### config.mk
export PLATFORM = sky130hd
export DESIGN_NAME = dram_march_ctrl
export DESIGN_NICKNAME = d
export VERILOG_FILES = /design/src/rtl/dram_march_ctrl.sv
export SDC_FILE = /design/constraint.sdc
export NUM_CORES = 1
export LEC_CHECK = 0
export BUFFER_PORTS_ARGS = -buffer_cell sky130_fd_sc_hd__clkbuf_2
export CAP_MARGIN = 25
export CORE_ASPECT_RATIO = 0.75
export CORE_UTILIZATION = 34
export DETAILED_ROUTE_END_ITERATION = 10
export PLACE_DENSITY = 0.54
export REMOVE_ABC_BUFFERS = 1
export SETUP_SLACK_MARGIN = 0.1
export SYNTH_ARGS = -nofsm -noshare
export SYNTH_HDL_FRONTEND = slang
export SYNTH_SLANG_ARGS = --single-unit
### constraint.sdc
create_clock -name clk -period 4.4 [get_ports clk]
set_input_delay 0.88 -clock clk [delete_from_list [all_inputs] [get_ports clk]]
set_output_delay 0.88 -clock clk [all_outputs]
set_load 0.02 [all_outputs]
### src/rtl/dram_march_ctrl.sv
// March-style LUT-RAM tester: writes P(a) then ~P(a) over 0..MAX_ADDRESS,
// reading back each phase and reporting every mismatch as a held error record.
module dram_march_ctrl #(
  parameter int ADDR_WIDTH   = 5,
  parameter int DATA_WIDTH   = 6,
  parameter int MAX_ADDRESS  = 31,
  parameter int READ_LATENCY = 1
) (
  input  logic                  clk,
  input  logic                  nrst,
  input  logic                  start,
  input  logic                  continuous,
  output logic                  busy,
  output logic                  done,
  output logic [ADDR_WIDTH-1:0] mem_write_address,
  output logic [DATA_WIDTH-1:0] mem_write_data,
  output logic                  mem_write_enable,
  output logic [ADDR_WIDTH-1:0] mem_read_address,
  input  logic [DATA_WIDTH-1:0] mem_read_data,
  output logic                  err_valid,
  input  logic                  err_ready,
  output logic [1:0]            err_phase,
  output logic [ADDR_WIDTH-1:0] err_address,
  output logic [DATA_WIDTH-1:0] err_expected,
  output logic [DATA_WIDTH-1:0] err_actual,
  output logic [15:0]           pass_count,
  output logic [7:0]            error_count,
  output logic [2:0]            dbg_state
);

  typedef enum logic [2:0] {
    S_IDLE = 3'd0,
    S_WR_P = 3'd1,
    S_RD_P = 3'd2,
    S_WR_N = 3'd3,
    S_RD_N = 3'd4,
    S_ERR  = 3'd5,
    S_END  = 3'd6
  } state_t;

  localparam logic [ADDR_WIDTH-1:0] LAST_ADDR = ADDR_WIDTH'(MAX_ADDRESS);
  localparam logic [1:0]            RD_LAST   = 2'(READ_LATENCY);

  state_t                  state, state_n;
  logic [ADDR_WIDTH-1:0]   addr, addr_n;
  logic [1:0]              rd_cnt, rd_cnt_n;
  logic                    done_n;
  logic                    clr_counts;
  logic                    mismatch;
  logic                    accept;
  logic                    pass_inc;
  logic                    last_addr;
  logic                    neg_phase;
  logic [DATA_WIDTH-1:0]   pat;
  logic [DATA_WIDTH-1:0]   exp_word;

  // P(a) = {~a[0], a}; the negative phases use its complement.
  assign pat       = {~addr[0], addr};
  assign neg_phase = (state == S_WR_N) || (state == S_RD_N);
  assign exp_word  = neg_phase ? ~pat : pat;
  assign last_addr = (addr == LAST_ADDR);

  assign busy              = (state != S_IDLE);
  assign mem_write_enable  = (state == S_WR_P) || (state == S_WR_N);
  assign mem_write_address = addr;
  assign mem_write_data    = mem_write_enable ? exp_word : '0;
  assign mem_read_address  = addr;
  assign dbg_state         = state;

  // Error record handshake: err_valid rises the cycle after a mismatch and
  // holds, with every err_* field stable, until a cycle with err_valid &&
  // err_ready; the record is consumed on that clock edge.
  always_comb begin
    state_n    = state;
    addr_n     = addr;
    rd_cnt_n   = rd_cnt;
    done_n     = 1'b0;
    clr_counts = 1'b0;
    mismatch   = 1'b0;
    accept     = 1'b0;
    pass_inc   = 1'b0;
    case (state)
      S_IDLE: begin
        if (start) begin
          state_n    = S_WR_P;
          addr_n     = '0;
          rd_cnt_n   = '0;
          clr_counts = 1'b1;
        end
      end
      S_WR_P, S_WR_N: begin
        if (last_addr) begin
          addr_n  = '0;
          state_n = (state == S_WR_P) ? S_RD_P : S_RD_N;
        end else begin
          addr_n = addr + 1'b1;
        end
      end
      S_RD_P, S_RD_N: begin
        if (rd_cnt == RD_LAST) begin
          rd_cnt_n = '0;
          if (mem_read_data != exp_word) begin
            mismatch = 1'b1;
            state_n  = S_ERR;
          end else if (last_addr) begin
            addr_n  = '0;
            state_n = (state == S_RD_P) ? S_WR_N : S_END;
          end else begin
            addr_n = addr + 1'b1;
          end
        end else begin
          rd_cnt_n = rd_cnt + 1'b1;
        end
      end
      S_ERR: begin
        if (err_valid && err_ready) begin
          accept = 1'b1;
          if (last_addr) begin
            addr_n  = '0;
            state_n = (err_phase == 2'd1) ? S_WR_N : S_END;
          end else begin
            addr_n  = addr + 1'b1;
            state_n = (err_phase == 2'd1) ? S_RD_P : S_RD_N;
          end
        end
      end
      S_END: begin
        pass_inc = 1'b1;
        addr_n   = '0;
        if (continuous) begin
          state_n = S_WR_P;
        end else begin
          state_n = S_IDLE;
          done_n  = 1'b1;
        end
      end
      default: state_n = S_IDLE;
    endcase
  end

  always_ff @(posedge clk or negedge nrst) begin
    if (!nrst) begin
      state  <= S_IDLE;
      addr   <= '0;
      rd_cnt <= '0;
      done   <= 1'b0;
    end else begin
      state  <= state_n;
      addr   <= addr_n;
      rd_cnt <= rd_cnt_n;
      done   <= done_n;
    end
  end

  always_ff @(posedge clk or negedge nrst) begin
    if (!nrst) begin
      err_valid    <= 1'b0;
      err_phase    <= '0;
      err_address  <= '0;
      err_expected <= '0;
      err_actual   <= '0;
    end else if (mismatch) begin
      err_valid    <= 1'b1;
      err_phase    <= (state == S_RD_P) ? 2'd1 : 2'd3;
      err_address  <= addr;
      err_expected <= exp_word;
      err_actual   <= mem_read_data;
    end else if (accept) begin
      err_valid <= 1'b0;
    end
  end

  // Both counters saturate rather than wrap.
  always_ff @(posedge clk or negedge nrst) begin
    if (!nrst) begin
      pass_count  <= '0;
      error_count <= '0;
    end else if (clr_counts) begin
      pass_count  <= '0;
      error_count <= '0;
    end else begin
      if (pass_inc && (pass_count != 16'hFFFF)) pass_count <= pass_count + 1'b1;
      if (mismatch && (error_count != 8'hFF)) error_count <= error_count + 1'b1;
    end
  end

endmodule

== Yosys cells after proc, flatten, opt, wreduce, memory -nomap -nowiden ==
Cells that the tools add are included.
Word-level totals
  register bits after elaboration: 55
  bits of input ports: 11
  output and inout port bits: 66
  logic and storage cells: 93
Operators by class
  add/sub/neg operators: 4
  equal/unequal tests: 18
  muxes and demuxes: 41
  bitwise logic cells: 2
  reductions and logical operators: 17
Operators with widths (count)
  $mux W3: 11
  $mux W16: 2
  $mux W5: 5
  $pmux W5 S5: 1
  $add A16 B1 Y16 const B: 1
  $mux W8: 2
  $ne A16 B16 Y1 const B: 1
  $pmux W3 S5: 1
  $mux W1: 13
  $mux W6: 2
  $ne A2 B2 Y1 const B: 5
  $reduce_and A5 Y1: 2
  $eq A3 B3 Y1 const B: 3
  $add A8 B1 Y8 const B: 1
  $ne A8 B8 Y1 const B: 1
  $reduce_bool A2 Y1: 4
  $eq A3 B2 Y1 const B: 2
  $mux W2: 3
  $ne A6 B6 Y1: 1
  $not A6 Y6: 1
  $add A5 B1 Y5 const B: 1
  $eq A5 B5 Y1 const B: 1
  $reduce_bool A5 Y1: 1
  $eq A2 B1 Y1 const B: 2
  11 further kinds: 15

== Depth between registers and ports, before layout ==
Gate-level depths: netlist of run 1.
  depth in word-level cells: 10
  gate-level depth with buffers: 10
  mapped depth without buffers: 8

== Worst setup path after synthesis of run 1 ==
Ideal clock, no wire load.
  kind: register to register
  from: register state[0] (netlist: dbg_state[0])
  to: register addr[0] (netlist: mem_read_address[0])
  library setup time: 125 ps
  arrival time: 2482 ps
  data required time: 4275 ps
  slack: 1793 ps
  cell stages (with the launch flop): 10
  buffers on the path: 3
  clock period less this slack: 2607 ps
  cells stage by stage: dfrtp_1 buf_4 and3b_1 or2_1 buf_6 o41a_1 or2_1 buf_6 o21a_4 mux2_4
On the way
  longest elaborated chain between the ends: 6
  elaborated cells on any way between the ends: 19
  classes of those cells: 11 x eq/ne; 2 x mux; 6 x reduce/logical
Ends and longest elaborated chain
  from (decl): RTL line 44  | state_t state, state_n;
  from (signal assigned): RTL line 148  | state <= state_n;
  $eq A3 B2 Y1 / $eq A3 B3 Y1 (equally long branches): RTL line 59, 82
  $logic_or A1 B1 Y1: RTL line 59  | assign neg_phase = (state == S_WR_N) || (state == S_RD_N);
  $mux W6: RTL line 60  | assign exp_word = neg_phase ? ~pat : pat;
  $ne A6 B6 Y1: RTL line 102  | if (mem_read_data != exp_word) begin
  $ne A2 B2 Y1 (no line)
  $reduce_and A5 Y1 (no line)
  to (signal assigned): RTL line 149  | addr <= addr_n;
  to (decl): RTL line 45  | logic [ADDR_WIDTH-1:0] addr, addr_n;
Parallel ways exist; a longest one is shown, timed or not.
A chain may end at the register's enable or synchronous reset.

== Final worst setup path of run 1 ==
  from: register state[1] (netlist: dbg_state[1])
  to: output mem_write_data[0]
On the way
  longest elaborated chain between the ends: 4
  elaborated cells on any way between the ends: 7
  classes of those cells: 3 x eq/ne; 2 x mux; 2 x reduce/logical
Ends and longest elaborated chain
  $eq A3 B2 Y1 / $eq A3 B3 Y1 (equally long branches): RTL line 59, 64
  $logic_or A1 B1 Y1: RTL line 59
  $mux W6: RTL line 60
  $mux W6 *: RTL line 66  | assign mem_write_data = mem_write_enable ? exp_word : '0;
  to (decl): RTL line 16  | output logic [DATA_WIDTH-1:0] mem_write_data,
Mark *: on every way between the ends. The rest lies on a longest branch, timed or not.

==> impl_metrics.py, run 1 <==
metrics = {
    "run_status": {
        "status": "finished clean",
    },
    "yosys": {
        "ys_seq_area_share_pct": 43.7,
        "yosys-top-cells-area": "dfrtp_1 44%, nand2_1 4.3%, mux2_2 4.3%, xor2_1 3.9%, nor2_1 3.7%",
        "ys.warnings.count": 0,
        "ys_top_cells_by_count": "55 x dfrtp_1, 36 x nand2_1, 31 x nor2_1",
        "synth_enable_flop_cells": 0,
        "ys_ff_latch": 55,
        "ys.flop_type": "dfrtp_1",
        "async_flop_share_pct": 100,
        "synth_top_area_share_pct": 43.7,
        "synth_area_per_cell_um2": 9.59,
        "syn_area_mm2": 0.00315,
        "synthDistinctLibCells": 56,
        "synthCells": 328,
        "synth.most_common_cell": "dfrtp_1",
        "yosys.area.top_type": "dfrtp_1",
    },
    "timing": {
        "max_clock_freq_mhz": 311,
        "tightestPinTransition_ps": 769,
        "fin_worst_skew_ps": 5.76,
        "slew_violations": 0,
        "slew_headroom_pct": 48.7,
        "min_period_ps": 3210,
        "hold_viol": 0,
        "rsz0062_at_grt": "false",
        "fin_tns_setup_ps": 0,
        "layout_setup_ws_ps": 1190,
        "fin_crit_sh_pct": 73.1,
        "setup_violations": 0,
    },
    "job": {
        "cap_viol_max_count": 0,
    },
    "power_and_ir_drop": {
        "max-vdd-ir-drop_mv": 0.206,
        "pwr-share-comb_pct": 50.6,
        "p_leak_uw": 0.00175,
        "powerDensity_mw_per_mm2": 679,
        "p_sw_uw": 1160,
        "p_int_uw": 1340,
        "p_clk_share_pct": 15.7,
        "seq_power_share_pct": 33.7,
        "p_sw_share_pct": 46.4,
    },
    "clocking": {
        "cts_buffers": 5,
        "postCtsHoldBufs": 0,
        "h-tree-depth": 2,
        "clkTransAtPathRegs_ps": 70,
        "cts_buffer_depth": 2,
        "cts_resized": 0,
        "clock-sinks": 55,
        "cts-root-buf": "clkbuf_16",
        "postCtsSetupBuffers": 0,
        "clock_latency_ps": 300,
        "cts_tree": "yes",
    },
    "floorplanning": {
        "io_pins": 77,
        "die_area_mm2": 0.00965,
        "initial_utilization_pct": 36.1,
        "coreArea_mm2": 0.00871,
        "num_rows": 29,
        "die_x_um": 113,
        "die_height_um": 85.3,
    },
    "finish": {
        "n_antenna_cell": 0,
        "syn2layout_area_growth_pct": 17.1,
        "finalNetCount": 408,
        "fillCellCount": 904,
        "drive_gt1_share_pct": 27.4,
    },
    "grt": {
        "use_met1_pct": 24.1,
        "grt_max_degree": 29,
        "grt.total_usage_pct": 16.8,
        "grt_pass1_wl_um": 12600,
        "met2_usage_pct": 25.4,
        "overflow": 0,
        "first_global_vias": 2394,
        "grt.busiest_layer": "met2",
        "use_met3_pct": 3.79,
        "antenna_found_initial": 0,
    },
    "placed_design": {
        "pre_cts_slack_ps": 1230,
        "hpwl_um": 5690,
        "globalplace.congestion": 0.790,
        "port_buffers": 76,
    },
    "routing": {
        "dr_total_vias": 2658,
        "drtPass1Iterations": 4,
        "drt_iter0_markers": 133,
        "wl_um": 7780,
        "wl_per_cell_um": 15.5,
        "antenna_left": 0,
        "viasPerCell": 5.29,
        "drc": 0,
    },
    "setup_path": {
        "path_cells": "nor3b_1 > or2_1 > xor2_1 > and2_1 > clkbuf_2",
        "critPathRequiredTime_ps": 3520,
        "slowest_stage": "dfrtp_1",
        "startpoint_type": "register",
        "worstPathMaxFanout": 19,
        "cp.arrival_ps": 2330,
        "slowest_delay_ps": 600,
        "critPathKind": "reg -> out",
        "end_kind": "output port",
    },
    "min_path": {
        "min_path_type": "reg -> reg",
    },
}
## cell usage in the layout, fill, tap and decap left out, types with 5 or more instances in the layout
cell / count
a211oi_1: 5
a21oi_1: 12
a31oi_1: 7
and3_1: 6
clkbuf_16: 5
clkbuf_2: 76
dfrtp_1: 55
inv_1: 5
mux2_2: 12
nand2_1: 36
nand3_1: 13
nand4_1: 5
nor2_1: 31
nor3_1: 9
nor3b_1: 5
o21ai_0: 11
xnor2_1: 10
xor2_1: 14
## registers in the layout, indices dropped and copies added, names as in the netlist
name              count
pass_count           16
mem_read_address      5
error_count           8
dbg_state             3
err_address           5
rd_cnt                2
done                  1
err_valid             1
err_actual            6
err_expected          6
err_phase             2
## metrics by stage
| stage | instance area (um^2) | hold WS (ps) | power, uW | util [%] | cells |
|---|---|---|---|---|---|
| 2_1_floorplan | 3010 | 472 | 1700 | - | 307 |
| 3_3_place_gp | 3550 | 477 | 2120 | 40.7 | 494 |
| 3_5_place_dp | 3550 | 475 | 2120 | 40.7 | 494 |
| 4_1_cts | 3680 | 490 | 2520 | 42.3 | 502 |
| 5_1_grt | 3680 | 520 | 2680 | 42.3 | 502 |
| 6_report | 3680 | 487 | 2500 | 42.3 | 502 |
## worst paths after layout
path	start	endpoint	slack [ps]	depth (start not counted)
max	dbg_state[1]$_DFFE_PN0P_	mem_write_data[0]	1190	5
min in group asynchronous	nrst	err_address[1]$_DFFE_PN0P_	650	1
min reg2reg	err_expected[2]$_DFFE_PN0P_	err_expected[2]$_DFFE_PN0P_	490	2
max reg2reg	dbg_state[1]$_DFFE_PN0P_	err_address[4]$_DFFE_PN0P_	1270	6
max in group asynchronous	nrst	dbg_state[2]$_DFFE_PN0P_	2880	2
min	err_expected[2]$_DFFE_PN0P_	err_expected[2]$_DFFE_PN0P_	490	2
## power by group through the flow
stage	Clock (uW)	Sequential (uW)	Combinational (uW)
4_1_cts	407	844	1270
5_1_grt	428	872	1380
3_5_place_dp	0	855	1270
6_report	393	843	1260
3_3_place_gp	0	850	1270
2_1_floorplan	0	1010	682
## worst max-delay path: cells and delay by family, from the launching register on
family	cells	cell delay, ps
flip-flops	1	600
buffers and inverters	1	160
AND/OR/NAND/NOR	3	920
XOR/XNOR	1	340
## cells by family after synthesis
logic type,synth area share (%)
simple gates,20.7
flops,43.7
mux,6.60
xor+xnor,6.68
buf+inv,5.09
compound gates,15.6
fa+ha+maj,1.59
## routing by layer
layer	share of wire (%)	up-vias
met5	0	-
met4	0.81	0
met3	5.4	5
met2	44	86
met1	50	1257
li1	-	1310
## cell type report
class	instances	area [um^2]	area share [%]
Tap cell	108	135	3.67
Clock inverter	1	5.00	0.136
Clock buffer	7	133	3.60
Inverter	6	22.5	0.611
Multi-Input combinational cell	246	1610	43.7
Timing Repair Buffer	79	403	10.9
Sequential cell	55	1380	37.4
Power figures use the tool's default switching activity.
==> run 2, diff against run 1 <==
clock period = 3.2 ns   (was 4.4 ns; I/O delays follow)
==> impl_metrics.py, run 2 (synthesized netlist as in run 1, its figures left out) <==
metrics = {
    "finish": {
        "syn2layout_area_growth_pct": 19.2,
        "final_cell_mix": "76 x clkbuf_2, 55 x dfrtp_1, 36 x nand2_1",
        "layout_commonest_cell": "clkbuf_2",
        "top_register": "pass_count",
        "finalNetCount": 416,
        "drive_gt1_share_pct": 29.2,
        "n_antenna_cell": 0,
        "layoutNonFillerInstCount": 509,
        "top_regs": "pass_count x16, error_count x8",
        "largest_register_ffs": 16,
        "fin_util_pct": 43.1,
    },
    "routing": {
        "wl_per_cell_um": 15.0,
        "drc": 0,
        "antenna_left": 0,
        "dr_total_vias": 2675,
        "viasPerCell": 5.26,
        "drtPass1Iterations": 4,
        "wl_um": 7650,
        "drt_iter0_markers": 164,
    },
    "setup_path": {
        "critPathKind": "reg -> out",
        "end_kind": "output port",
        "startpoint_type": "register",
        "critPathTopFamily": "simple AND/OR/NAND/NOR gates",
        "reg2reg_depth": 7,
        "path_buf_inv": 1,
        "slowest_delay_ps": 390,
        "critPathRequiredTime_ps": 2560,
        "cp.arrival_ps": 2100,
        "critPathLaunch": "dbg_state[0]$_DFFE_PN0P_",
        "path_cells": "nor3b_1 > or2_1 > xor2_1 > and2_1 > clkbuf_2",
        "worstPathMaxFanout": 7,
        "r2r_start": "dbg_state[0]$_DFFE_PN0P_",
        "regToRegSetupSlack_ps": 630,
        "slowest_stage": "dfrtp_1",
        "r2r-end": "dbg_state[1]$_DFFE_PN0P_",
    },
    "power_and_ir_drop": {
        "p_sw_share_pct": 45.5,
        "max-vdd-ir-drop_mv": 0.348,
        "pwr-share-comb_pct": 52.9,
        "p_leak_uw": 0.00179,
        "p_sw_uw": 1580,
        "power_uw": 3470,
        "p_int_uw": 1890,
        "powerDensity_mw_per_mm2": 926,
        "p_clk_share_pct": 15.8,
        "seq_power_share_pct": 31.3,
    },
    "timing": {
        "setup_violations": 0,
        "slew_headroom_pct": 56.9,
        "tightestPinTransition_ps": 644,
        "hold_viol": 0,
        "min_period_ps": 2740,
        "max_clock_freq_mhz": 365,
        "slew_violations": 0,
        "fin_crit_sh_pct": 85.7,
        "fin_tns_setup_ps": 0,
        "fin_worst_skew_ps": 4.85,
        "rsz0062_at_grt": "false",
    },
    "placed_design": {
        "port_buffers": 76,
        "place_inst": 502,
        "hpwl_um": 5690,
        "globalplace.congestion": 0.843,
    },
    "floorplanning": {
        "die_height_um": 85.3,
        "coreArea_mm2": 0.00871,
        "die_x_um": 113,
        "io_pins": 77,
        "die_area_mm2": 0.00965,
        "initial_utilization_pct": 36.1,
        "num_rows": 29,
    },
    "grt": {
        "overflow": 0,
        "first_global_vias": 2417,
        "antenna_found_initial": 0,
        "grt_pass1_wl_um": 12700,
        "grt.total_usage_pct": 16.6,
        "grt_max_degree": 25,
    },
    "min_path": {
        "min_path_type": "in -> async",
    },
    "clocking": {
        "clock_latency_ps": 290,
        "h-tree-depth": 2,
        "cts_buffer_depth": 2,
        "cts-root-buf": "clkbuf_16",
        "clkTransAtPathRegs_ps": 70,
        "postCtsSetupBuffers": 0,
        "clock-sinks": 55,
        "cts_resized": 0,
        "cts_buffers": 5,
        "postCtsHoldBufs": 0,
        "cts_tree": "yes",
    },
    "job": {
        "cap_viol_max_count": 0,
    },
    "run_status": {
        "status": "finished clean",
    },
}
run 2: layout make-up:
| class | instances | area, um^2 |
|---|---|---|
| clock inverters | 1 | 5.00 |
| multi-input cells | 246 | 1610 |
| repair buffers | 87 | 463 |
| well taps | 108 | 135 |
| clock buffers | 6 | 139 |
| flip-flops and latches | 55 | 1380 |
| fillers | 891 | 4960 |
| inverters | 6 | 22.5 |
run 2: worst max path at each step:
stage                                end  slack [ps]  cells past startpoint
6_report               mem_write_data[0]         460                      5
3_5_place_dp    dbg_state[2]$_DFFE_PN0P_         600                      8
5_1_grt                mem_write_data[0]         270                      5
3_3_place_gp    dbg_state[2]$_DFFE_PN0P_         630                      8
4_1_cts                mem_write_data[0]         410                      5
2_1_floorplan  err_actual[0]$_DFFE_PN0P_         230                      5
run 2: routing by layer:
| layer | track usage, % | up-vias | wire, um |
|---|---|---|---|
| li1 | - | 1320 | - |
| met1 | 24.4 | 1278 | 3980 |
| met2 | 24.5 | 73 | 3210 |
| met3 | 4.29 | 4 | 420 |
| met4 | 3.23 | 0 | 43 |
| met5 | 0 | - | 0 |
run 2: power by group through the flow:
stage / clock network (uW) / logic (uW) / registers [uW]
after floorplan: 0 / 937 / 1390
after CTS: 568 / 1850 / 1090
final: 549 / 1840 / 1090
after detailed placement: 0 / 1850 / 1100
after global placement: 0 / 1850 / 1090
after global routing: 597 / 2020 / 1120
run 2: through the flow:
step / hold WS, ps / area (um^2) / setup slack [ps]
after CTS: 273 / 3750 / 414
after global routing: 287 / 3750 / 269
after detailed placement: 481 / 3610 / 599
after global placement: 468 / 3610 / 630
after floorplan: 344 / 3010 / 229
final: 264 / 3750 / 459
==> run 3, diff against run 2 <==
==> constraint.sdc (replaced) <==
create_clock -name clk -period 3.2 [get_ports clk]
set_input_delay 0.16 -clock clk [delete_from_list [all_inputs] [get_ports clk]]
set_output_delay 0.16 -clock clk [all_outputs]
set_load 0.02 [all_outputs]
==> impl_metrics.py, run 3 (synthesized netlist as in run 1, its figures left out) <==
metrics = {
    "placed_design": {
        "port_buffers": 76,
        "globalplace.congestion": 0.834,
        "place_inst": 498,
        "hpwl_um": 5550,
    },
    "timing": {
        "fin_worst_skew_ps": 4.94,
        "fin_crit_sh_pct": 86.1,
        "max_clock_freq_mhz": 363,
        "hold_viol": 0,
        "setup_violations": 0,
        "fin_tns_setup_ps": 0,
        "slew_violations": 0,
        "tightestPinTransition_ps": 716,
        "rsz0062_at_grt": "false",
        "slew_headroom_pct": 52.2,
        "min_period_ps": 2760,
    },
    "finish": {
        "syn2layout_area_growth_pct": 19.0,
        "drive_gt1_share_pct": 28.4,
        "n_antenna_cell": 0,
        "layoutNonFillerInstCount": 506,
        "top_register": "pass_count",
        "multi_input_area_mm2": 0.00161,
        "fillCellCount": 885,
        "final_cell_mix": "76 x clkbuf_2, 55 x dfrtp_1, 36 x nand2_1",
        "largest_register_ffs": 16,
        "register_area_mm2": 0.00138,
        "finalNetCount": 412,
        "top_regs": "pass_count x16, error_count x8",
        "layout_commonest_cell": "clkbuf_2",
    },
    "grt": {
        "overflow": 0,
        "grt.total_usage_pct": 17.0,
        "grt_max_degree": 56,
        "grt_pass1_wl_um": 12800,
        "first_global_vias": 2467,
        "antenna_found_initial": 0,
    },
    "clocking": {
        "clkTransAtPathRegs_ps": 70,
        "cts_buffers": 5,
        "h-tree-depth": 2,
        "clock-sinks": 55,
        "postCtsHoldBufs": 0,
        "cts-root-buf": "clkbuf_16",
        "cts_tree": "yes",
        "clock_latency_ps": 290,
        "cts_buffer_depth": 2,
        "cts_resized": 0,
        "postCtsSetupBuffers": 0,
    },
    "routing": {
        "viasPerCell": 5.26,
        "drc": 0,
        "wl_um": 7650,
        "antenna_left": 0,
        "drt_iter0_markers": 191,
        "wl_per_cell_um": 15.1,
        "dr_total_vias": 2663,
        "drtPass1Iterations": 4,
    },
    "job": {
        "cap_viol_max_count": 0,
    },
    "power_and_ir_drop": {
        "p_sw_share_pct": 45.2,
        "max-vdd-ir-drop_mv": 0.282,
        "powerDensity_mw_per_mm2": 933,
        "p_leak_uw": 0.00178,
        "pwr-share-comb_pct": 52.1,
        "p_int_uw": 1910,
        "seq_power_share_pct": 31.4,
        "p_clk_share_pct": 16.4,
        "p_sw_uw": 1580,
    },
    "floorplanning": {
        "die_area_mm2": 0.00965,
        "num_rows": 29,
        "coreArea_mm2": 0.00871,
        "initial_utilization_pct": 36.1,
        "die_height_um": 85.3,
        "io_pins": 77,
        "die_x_um": 113,
    },
    "setup_path": {
        "critPathKind": "reg -> reg",
        "critPathRequiredTime_ps": 3380,
        "cp.arrival_ps": 2930,
        "r2r_start": "dbg_state[0]$_DFFE_PN0P_",
        "critPathLaunch": "dbg_state[0]$_DFFE_PN0P_",
        "startpoint_type": "register",
        "worstPathMaxFanout": 17,
        "reg2reg_depth": 6,
        "end_kind": "register",
    },
    "run_status": {
        "status": "finished clean",
    },
    "min_path": {
        "min_path_type": "in -> async",
    },
}
==> run 3: cell types whose count changed in the layout (fill, tap and decap cells not counted) <==
cell / before / now
buf_4: 11 / 6
buf_12: 0 / 1
clkbuf_1: 0 / 1
clkbuf_8: 1 / 2
clkinv_2: 1 / 0
==> run 3: stage by stage <==
stage / total power, uW / worst slack, ps / util [%] / area [um^2] / hold slack (ps)
floorplan: 2330 / 229 / - / 3010 / -136
global route: 3770 / 244 / 43.0 / 3750 / 25.0
finish: 3490 / 444 / 43.0 / 3750 / 0.275
global placement: 2930 / 596 / 41.2 / 3590 / 340
detailed placement: 2940 / 475 / 41.2 / 3590 / 339
CTS: 3530 / 466 / 43.0 / 3750 / 23.9
==> run 3: power groups by stage <==
stage	Sequential [uW]	Clock (uW)	Combinational [uW]
after detailed placement	1120	0	1820
after global routing	1140	625	2010
final	1100	575	1820
after global placement	1110	0	1820
after floorplan	1390	0	937
after CTS	1100	600	1830
==> run 3: worst paths after layout <==
check | endpoint | slack [ps]
worst max-delay path | error_count[7]$_DFFE_PN0P_ | 440
worst min-delay path | err_address[2]$_DFFE_PN0P_ | 0.3
worst max register to register | error_count[7]$_DFFE_PN0P_ | 440
worst min register to register | err_expected[2]$_DFFE_PN0P_ | 500
max in group asynchronous | error_count[6]$_DFFE_PN0P_ | 2720
min in group clk | done$_DFF_PN0_ | 30
==> run 3: per-layer routing <==
metal / wire [um] / share of wire (%) / vias up / GRT usage (%)
met1: 3820 / 50 / 1256 / 24.6
met4: 104 / 1.4 / 0 / 5.38
li1: - / - / 1313 / -
met2: 3260 / 43 / 85 / 25.0
met5: 0 / 0 / - / 0
met3: 462 / 6.0 / 9 / 4.14
==> run 3: layout make-up <==
class                           instances  share of cell area (%)
Sequential cell                        55                    36.7
Inverter                                6                   0.601
Timing Repair Buffer                   83                    11.9
Multi-Input combinational cell        246                    43.0
Tap cell                              108                    3.61
Clock buffer                            8                    4.18
==> run 3: critical path: stages, from the launching register on <==
cell and delay (ps):
dfrtp_1 390, nor3b_1 360, or2_1 360, o41a_1 300, or2_1 520, a31oi_1 330, a211o_1 370
